===== src/rtl/ahb2_mem_arbiter_if.sv =====
// Bus bundle for ahb2_mem_arbiter: NUM_MST upstream AHB-lite slave ports (s_*)
// flattened per master, plus the single downstream master port (m_*).
// modport slave  : the arbiter side.
// modport master : the environment side (upstream masters and the memory).
interface ahb2_mem_arbiter_if #(
  parameter int NUM_MST    = 2,
  parameter int ADDR_WIDTH = 32,
  parameter int DATA_WIDTH = 32
);
  logic [NUM_MST-1:0]            s_hsel;
  logic [2*NUM_MST-1:0]          s_htrans;
  logic [NUM_MST*ADDR_WIDTH-1:0] s_haddr;
  logic [NUM_MST-1:0]            s_hwrite;
  logic [3*NUM_MST-1:0]          s_hsize;
  logic [NUM_MST*DATA_WIDTH-1:0] s_hwdata;
  logic [NUM_MST-1:0]            s_hreadyi;
  logic [NUM_MST-1:0]            s_hreadyo;
  logic [NUM_MST-1:0]            s_hresp;
  logic [DATA_WIDTH-1:0]         s_hrdata;

  logic                          m_hsel;
  logic [1:0]                    m_htrans;
  logic [ADDR_WIDTH-1:0]         m_haddr;
  logic                          m_hwrite;
  logic [2:0]                    m_hsize;
  logic [DATA_WIDTH-1:0]         m_hwdata;
  logic                          m_hreadyi;
  logic [DATA_WIDTH-1:0]         m_hrdata;
  logic                          m_hreadyo;
  logic                          m_hresp;

  modport slave (
    input  s_hsel, s_htrans, s_haddr, s_hwrite, s_hsize, s_hwdata, s_hreadyi,
    output s_hreadyo, s_hresp, s_hrdata,
    output m_hsel, m_htrans, m_haddr, m_hwrite, m_hsize, m_hwdata, m_hreadyi,
    input  m_hrdata, m_hreadyo, m_hresp
  );

  modport master (
    output s_hsel, s_htrans, s_haddr, s_hwrite, s_hsize, s_hwdata, s_hreadyi,
    input  s_hreadyo, s_hresp, s_hrdata,
    input  m_hsel, m_htrans, m_haddr, m_hwrite, m_hsize, m_hwdata, m_hreadyi,
    output m_hrdata, m_hreadyo, m_hresp
  );
endinterface


===== src/rtl/ahb2_mem_arbiter.sv =====
// ahb2_mem_arbiter: shares one AHB-lite memory slave between NUM_MST masters.
// Each master's address phase is captured into a pending register, then issued
// as a single NONSEQ beat on the memory port; data phase signals are routed
// back to the owning master. One wait state per uncontended transfer.
//
// Build option: AHB2_ARB_FIXED_PRIO_EN selects fixed priority (lowest index
// wins) instead of the default round-robin grant.
//
// Per-master state table:
//   state     | meaning
//   ST_IDLE   | no transfer held; ready high, can capture
//   ST_PEND   | address captured, waiting for grant; ready low
//   ST_ACTIVE | owns the memory data phase; ready/resp follow memory
module ahb2_mem_arbiter #(
  parameter int NUM_MST    = 2,
  parameter int ADDR_WIDTH = 32,
  parameter int DATA_WIDTH = 32
) (
  input  logic               clk,
  input  logic               rst_n,
  ahb2_mem_arbiter_if.slave  bus
);

  localparam int IW = (NUM_MST > 1) ? $clog2(NUM_MST) : 1;

  typedef enum logic [1:0] {
    ST_IDLE   = 2'd0,
    ST_PEND   = 2'd1,
    ST_ACTIVE = 2'd2
  } state_t;

  state_t                state_q     [NUM_MST];
  logic [ADDR_WIDTH-1:0] pend_addr_q [NUM_MST];
  logic [NUM_MST-1:0]    pend_write_q;
  logic [2:0]            pend_size_q [NUM_MST];

  logic [ADDR_WIDTH-1:0] haddr_hold_q;
  logic                  hwrite_hold_q;
  logic [2:0]            hsize_hold_q;
`ifndef AHB2_ARB_FIXED_PRIO_EN
  logic [IW-1:0]         last_grant_q;
  logic [IW-1:0]         cand;
  logic                  found;
`endif

  logic [NUM_MST-1:0]    capture;
  logic [NUM_MST-1:0]    pend_vec;
  logic                  active_any;
  logic                  issue;
  logic [IW-1:0]         gnt;
  logic                  unused_htrans_lsb;

  // Capture qualifiers and pending/active summary across masters
  always_comb begin
    capture           = '0;
    pend_vec          = '0;
    active_any        = 1'b0;
    unused_htrans_lsb = 1'b0;
    for (int i = 0; i < NUM_MST; i++) begin
      pend_vec[i] = (state_q[i] == ST_PEND);
      if (state_q[i] == ST_ACTIVE) active_any = 1'b1;
      // A master may be re-captured in the very cycle its own data phase ends.
      capture[i] = bus.s_hsel[i] & bus.s_htrans[2*i+1] & bus.s_hreadyi[i] &
                   ((state_q[i] == ST_IDLE) |
                    ((state_q[i] == ST_ACTIVE) & bus.m_hreadyo));
      // SEQ and NONSEQ are treated alike, so htrans[0] carries no information.
      unused_htrans_lsb = unused_htrans_lsb ^ bus.s_htrans[2*i];
    end
  end

  // Grant selection among pending masters
  always_comb begin
    gnt = '0;
`ifdef AHB2_ARB_FIXED_PRIO_EN
    for (int i = NUM_MST - 1; i >= 0; i--) begin
      if (pend_vec[i]) gnt = IW'(i);
    end
`else
    found = 1'b0;
    cand  = '0;
    for (int k = 1; k <= NUM_MST; k++) begin
      cand = IW'((int'(last_grant_q) + k) % NUM_MST);
      if (!found && pend_vec[cand]) begin
        gnt   = cand;
        found = 1'b1;
      end
    end
`endif
  end

  // Issue only when the data phase slot is free or freeing up this cycle
  assign issue = (|pend_vec) & (~active_any | bus.m_hreadyo);

  // Memory-side address phase comes purely from registered pending state
  always_comb begin
    bus.m_hsel    = issue;
    bus.m_htrans  = issue ? 2'b10 : 2'b00;
    bus.m_haddr   = issue ? pend_addr_q[gnt]  : haddr_hold_q;
    bus.m_hwrite  = issue ? pend_write_q[gnt] : hwrite_hold_q;
    bus.m_hsize   = issue ? pend_size_q[gnt]  : hsize_hold_q;
    bus.m_hwdata  = '0;
    for (int i = 0; i < NUM_MST; i++) begin
      if (state_q[i] == ST_ACTIVE)
        bus.m_hwdata = bus.s_hwdata[i*DATA_WIDTH +: DATA_WIDTH];
    end
  end

  // Per-master ready/response: only the data-phase owner sees the memory
  always_comb begin
    bus.s_hreadyo = '1;
    bus.s_hresp   = '0;
    for (int i = 0; i < NUM_MST; i++) begin
      case (state_q[i])
        ST_PEND:   bus.s_hreadyo[i] = 1'b0;
        ST_ACTIVE: begin
          bus.s_hreadyo[i] = bus.m_hreadyo;
          bus.s_hresp[i]   = bus.m_hresp;
        end
        default:   bus.s_hreadyo[i] = 1'b1;
      endcase
    end
  end

  assign bus.s_hrdata  = bus.m_hrdata;
  assign bus.m_hreadyi = bus.m_hreadyo;

  // Per-master FSMs, pending registers, address hold and grant pointer
  always_ff @(posedge clk) begin
    if (!rst_n) begin
      for (int i = 0; i < NUM_MST; i++) begin
        state_q[i]     <= ST_IDLE;
        pend_addr_q[i] <= '0;
        pend_size_q[i] <= '0;
      end
      pend_write_q  <= '0;
      haddr_hold_q  <= '0;
      hwrite_hold_q <= 1'b0;
      hsize_hold_q  <= '0;
`ifndef AHB2_ARB_FIXED_PRIO_EN
      last_grant_q  <= IW'(NUM_MST - 1);
`endif
    end else begin
      for (int i = 0; i < NUM_MST; i++) begin
        case (state_q[i])
          ST_IDLE:   if (capture[i]) state_q[i] <= ST_PEND;
          ST_PEND:   if (issue && (gnt == IW'(i))) state_q[i] <= ST_ACTIVE;
          ST_ACTIVE: if (bus.m_hreadyo) state_q[i] <= capture[i] ? ST_PEND : ST_IDLE;
          default:   state_q[i] <= ST_IDLE;
        endcase
        if (capture[i]) begin
          pend_addr_q[i]  <= bus.s_haddr[i*ADDR_WIDTH +: ADDR_WIDTH];
          pend_write_q[i] <= bus.s_hwrite[i];
          pend_size_q[i]  <= bus.s_hsize[3*i +: 3];
        end
      end
      if (issue) begin
        haddr_hold_q  <= pend_addr_q[gnt];
        hwrite_hold_q <= pend_write_q[gnt];
        hsize_hold_q  <= pend_size_q[gnt];
`ifndef AHB2_ARB_FIXED_PRIO_EN
        last_grant_q  <= gnt;
`endif
      end
    end
  end

endmodule


===== src/flat_wrapper.sv =====
// flat-port wrapper written by rule: the top's interface ports become plain ports
module ahb2_mem_arbiter_flat 
#(
  parameter int NUM_MST    = 2,
  parameter int ADDR_WIDTH = 32,
  parameter int DATA_WIDTH = 32
)
  (clk, rst_n, bus_s_hsel, bus_s_htrans, bus_s_haddr, bus_s_hwrite, bus_s_hsize, bus_s_hwdata, bus_s_hreadyi, bus_s_hreadyo, bus_s_hresp, bus_s_hrdata, bus_m_hsel, bus_m_htrans, bus_m_haddr, bus_m_hwrite, bus_m_hsize, bus_m_hwdata, bus_m_hreadyi, bus_m_hrdata, bus_m_hreadyo, bus_m_hresp);
  ahb2_mem_arbiter_if #(.NUM_MST(NUM_MST), .ADDR_WIDTH(ADDR_WIDTH), .DATA_WIDTH(DATA_WIDTH)) bus_i ();
  input  logic clk;
  input  logic rst_n;
  input wire logic [$bits(bus_i.s_hsel)-1:0] bus_s_hsel;
  input wire logic [$bits(bus_i.s_htrans)-1:0] bus_s_htrans;
  input wire logic [$bits(bus_i.s_haddr)-1:0] bus_s_haddr;
  input wire logic [$bits(bus_i.s_hwrite)-1:0] bus_s_hwrite;
  input wire logic [$bits(bus_i.s_hsize)-1:0] bus_s_hsize;
  input wire logic [$bits(bus_i.s_hwdata)-1:0] bus_s_hwdata;
  input wire logic [$bits(bus_i.s_hreadyi)-1:0] bus_s_hreadyi;
  output wire logic [$bits(bus_i.s_hreadyo)-1:0] bus_s_hreadyo;
  output wire logic [$bits(bus_i.s_hresp)-1:0] bus_s_hresp;
  output wire logic [$bits(bus_i.s_hrdata)-1:0] bus_s_hrdata;
  output wire logic [$bits(bus_i.m_hsel)-1:0] bus_m_hsel;
  output wire logic [$bits(bus_i.m_htrans)-1:0] bus_m_htrans;
  output wire logic [$bits(bus_i.m_haddr)-1:0] bus_m_haddr;
  output wire logic [$bits(bus_i.m_hwrite)-1:0] bus_m_hwrite;
  output wire logic [$bits(bus_i.m_hsize)-1:0] bus_m_hsize;
  output wire logic [$bits(bus_i.m_hwdata)-1:0] bus_m_hwdata;
  output wire logic [$bits(bus_i.m_hreadyi)-1:0] bus_m_hreadyi;
  input wire logic [$bits(bus_i.m_hrdata)-1:0] bus_m_hrdata;
  input wire logic [$bits(bus_i.m_hreadyo)-1:0] bus_m_hreadyo;
  input wire logic [$bits(bus_i.m_hresp)-1:0] bus_m_hresp;
  assign bus_i.s_hsel = bus_s_hsel;
  assign bus_i.s_htrans = bus_s_htrans;
  assign bus_i.s_haddr = bus_s_haddr;
  assign bus_i.s_hwrite = bus_s_hwrite;
  assign bus_i.s_hsize = bus_s_hsize;
  assign bus_i.s_hwdata = bus_s_hwdata;
  assign bus_i.s_hreadyi = bus_s_hreadyi;
  assign bus_s_hreadyo = bus_i.s_hreadyo;
  assign bus_s_hresp = bus_i.s_hresp;
  assign bus_s_hrdata = bus_i.s_hrdata;
  assign bus_m_hsel = bus_i.m_hsel;
  assign bus_m_htrans = bus_i.m_htrans;
  assign bus_m_haddr = bus_i.m_haddr;
  assign bus_m_hwrite = bus_i.m_hwrite;
  assign bus_m_hsize = bus_i.m_hsize;
  assign bus_m_hwdata = bus_i.m_hwdata;
  assign bus_m_hreadyi = bus_i.m_hreadyi;
  assign bus_i.m_hrdata = bus_m_hrdata;
  assign bus_i.m_hreadyo = bus_m_hreadyo;
  assign bus_i.m_hresp = bus_m_hresp;
  ahb2_mem_arbiter #(.NUM_MST(NUM_MST), .ADDR_WIDTH(ADDR_WIDTH), .DATA_WIDTH(DATA_WIDTH)) u_core (.clk(clk), .rst_n(rst_n), .bus(bus_i));
endmodule

===== config.mk =====
export PLATFORM = sky130hd
export DESIGN_NAME = ahb2_mem_arbiter_flat
export DESIGN_NICKNAME = d
export VERILOG_FILES = /design/src/rtl/ahb2_mem_arbiter_if.sv /design/src/rtl/ahb2_mem_arbiter.sv /design/src/flat_wrapper.sv
export SDC_FILE = /design/constraint.sdc
export NUM_CORES = 1
export LEC_CHECK = 0
export CORE_MARGIN = 8
export CORE_UTILIZATION = 41
export CTS_CLUSTER_SIZE = 30
export DETAILED_ROUTE_END_ITERATION = 12
export GPL_ROUTABILITY_DRIVEN = 0
export GPL_TIMING_DRIVEN = 1
export PLACE_DENSITY = 0.83
export SYNTH_ARGS = -nofsm -noshare
export SYNTH_HDL_FRONTEND = slang
export SYNTH_SLANG_ARGS = --single-unit

===== constraint.sdc =====
create_clock -name clk -period 4.6 [get_ports clk]
set_clock_uncertainty 0.15 [all_clocks]
set_input_delay 0.46 -clock clk [delete_from_list [all_inputs] [get_ports clk]]
set_output_delay 0.46 -clock clk [all_outputs]
set_load 0.01 [all_outputs]

==> flow_metrics.env <==
export IMPL_status="complete, no violations"
export IMPL_dp_cells=818
export IMPL_die_y_um=131.2
export IMPL_grt_busiest_layer="met2"
export IMPL_ys_top_cells_by_count="74 x edfxtp_1, 72 x and2_1, 40 x nand2_1"
export IMPL_fin_tns_setup_ps=0
export IMPL_synthFlopType="edfxtp_1"
export IMPL_hold_path_depth=2
export IMPL_instances_no_fill=850
export IMPL_diodes=0
export IMPL_fin_crit_sh_pct=82.69
export IMPL_drt_pass1_iterations=5
export IMPL_dr_first_iter_drc_count=278
export IMPL_rrSetupSlack_ps=2150
export IMPL_synthArstFlopShare_pct=0
export IMPL_drcViolationCount=0
export IMPL_setup_ws_ps=796.3
export IMPL_yosys_area_top_type="edfxtp_1"
export IMPL_grt_pass1_vias=4844
export IMPL_cp_required_ps=3990
export IMPL_hold_buffers=0
export IMPL_clock_sinks=113
export IMPL_cp_end_kind="output port"
export IMPL_route_final_wire_length_mm=16.71
export IMPL_initial_core_util_pct=41.59
export IMPL_synth_most_common_cell="edfxtp_1"
export IMPL_dp_hpwl_mm=12.36
export IMPL_crit_start="u_core.state_q[1][1]"
export IMPL_fmax_mhz=262.9
export IMPL_syn_area_sq_um=5443
export IMPL_drive_gt1_share_pct=8.457
export IMPL_cts_tree="done"
export IMPL_grt_pass1_wl_mm=25.98
export IMPL_syn_to_final_growth_pct=48.74
export IMPL_hp_class="reg2reg"
export IMPL_met1_usage_pct=17.82
export IMPL_hold_viol_final=0
export IMPL_synth_top_cell_area_share_pct=40.83
export IMPL_overflow=0
export IMPL_grt_use_total_pct=19.11
export IMPL_rsz0062_at_grt="no"
export IMPL_dieArea_sq_um=17220
export IMPL_worstReg2RegEnd="u_core.pend_addr_q[0][4]"
export IMPL_synth_distinct_cells=36
export IMPL_critical_path_class="reg2out"
export IMPL_clk_pin_slew_ps=50
export IMPL_cts_max_path_buffers=2
export IMPL_grt_max_degree=71
export IMPL_coreArea_sq_um=13090
export IMPL_synth_nets=667
export IMPL_synth_seq_cells=113
export IMPL_whs_endpoint="u_core.haddr_hold_q[10]"
export IMPL_cts_htree_levels=4
export IMPL_tightestPinTransition_ps=986.5
export IMPL_grtUsageMet2_pct=36.73
export IMPL_fin_crit_ps=3804
export IMPL_cts_resized=0
export IMPL_worstSkewPairLatency_ps=400
export IMPL_p_leak_nw=3.090
export IMPL_peakVddDrop_mv=0.2456
export IMPL_synthCells=487
export IMPL_avgSynthCellArea_sq_um=11.18
export IMPL_post_drt_wl_per_cell_um=19.66
export IMPL_cts_setup_buffers=0
export IMPL_die_w_um=131.2
export IMPL_relSlewSlack_pct=34.23
export IMPL_crit_path_start_kind="flop"
export IMPL_ios=288
export IMPL_setup_violations=0
export IMPL_portBuffers=220
export IMPL_ys_seq_area_share_pct=55.17
export IMPL_post_place_ws_ps=930.7
export IMPL_r2r_cells=2
export IMPL_synth_edf_count=74
export IMPL_path_max_fanout=33
export IMPL_p_total_mw=4.657
export IMPL_cts_buffers=17
export IMPL_crit_arrival_ps=3190
export IMPL_yosysWarnings=0
export IMPL_cts_root_buffer="clkbuf_16"
export IMPL_vias_per_cell=5.121
export IMPL_layout_nets=841
export IMPL_maxSlewViolCount=0
export IMPL_powerDensity_nw_per_um2=575.3
export IMPL_detail_route_antenna_nets=0
export IMPL_cap_viol_max_count=0
export IMPL_antenna_found_initial=0
export IMPL_ys_top_cells_by_area="edfxtp_1 41%, dfxtp_1 14%, and2_1 8.3%, buf_4 5.2%, a22o_1 5.1%"
export IMPL_min_from="u_core.haddr_hold_q[10]"
export IMPL_core_rowCount=42
export IMPL_reg2reg_from="u_core.state_q[0][1]"
export IMPL_vias=4353
export IMPL_use_met3_pct=5.069
[cell usage in the layout, fill, tap and decap left out, types with 3 or more instances in the layout]
cell type	n
clkdlybuf4s50_1	220
edfxtp_1	74
and2_1	72
nand2_1	40
dfxtp_1	39
o21ai_0	38
a22o_1	32
a22oi_1	25
a21boi_1	23
clkbuf_16	17
a21boi_0	13
a22oi_2	11
nor2_1	8
buf_4	7
nand2b_1	5
bufinv_16	4
nor2b_1	3
inv_1	3
clkbuf_1	3
clkinvlp_4	3
clkinv_2	3
[how the worst max path moves through the flow]
stage,cells after the start,endpoint
after floorplan,3,u_core.pend_addr_q[0][0]
after global placement,7,bus_m_haddr[10]
after detailed placement,7,bus_m_haddr[10]
after CTS,6,bus_m_hwdata[21]
after global routing,6,bus_m_hwdata[21]
final,6,bus_m_hwdata[27]
[sequential cells by signal (all words and copies together), names as in the netlist]
name                  count
u_core.pend_addr_q       64
u_core.hsize_hold_q       3
u_core.pend_size_q        6
u_core.state_q            4
u_core.last_grant_q       1
u_core.pend_write_q       2
u_core.hwrite_hold_q      1
u_core.haddr_hold_q      32
[power by group]
group / switching [mW] / leakage (nW) / total, mW / internal, mW
clock: 0.435 / 0.290 / 1.35 / 0.914
combinational: 0.996 / 1.71 / 1.96 / 0.961
sequential: 0.0797 / 1.09 / 1.35 / 1.27
total: 1.51 / 3.09 / 4.66 / 3.15
[area by class of cell]
| type | instances | area (sq um) |
|---|---|---|
| fill | 1034 | 4990 |
| timing repair buffer | 227 | 2255 |
| clock inverter | 11 | 161.4 |
| tap | 176 | 220.2 |
| multi-input combinational | 299 | 1994 |
| sequential | 113 | 3003 |
| inverter | 3 | 11.26 |
| clock buffer | 21 | 450.4 |
[cells by family after synthesis]
logic type      share of synthesized area (%)
compound gates                          21.59
simple gates                            14.18
buf+inv                                 8.620
mux                                    0.3678
other cells                           0.06890
flops                                   55.17
[layer usage]
metal / part of all wire (%) / vias to the layer above
met5: 0 / -
met4: 3.8 / 0
met3: 6.0 / 56
met2: 57 / 178
met1: 33 / 2048
li1: - / 2071
[stage by stage]
| step | utilization (%) | area (sq um) | hold slack (ps) |
|---|---|---|---|
| final | 61.87 | 8095 | 341.4 |
| after detailed placement | 57.19 | 7483 | 337.0 |
| after floorplan | - | 5443 | 317.6 |
| after global routing | 61.87 | 8095 | 380.1 |
| after global placement | 57.19 | 7483 | 327.6 |
| after CTS | 61.87 | 8095 | 344.0 |
[worst max-delay path, cell delays in order (launching register included)]
cell	delay [ps]
edfxtp_1	550
nor2b_2	230
buf_4	240
nor2_2	710
buf_4	290
a22o_1	190
clkdlybuf4s50_1	560
Power figures use the tool's default switching activity.
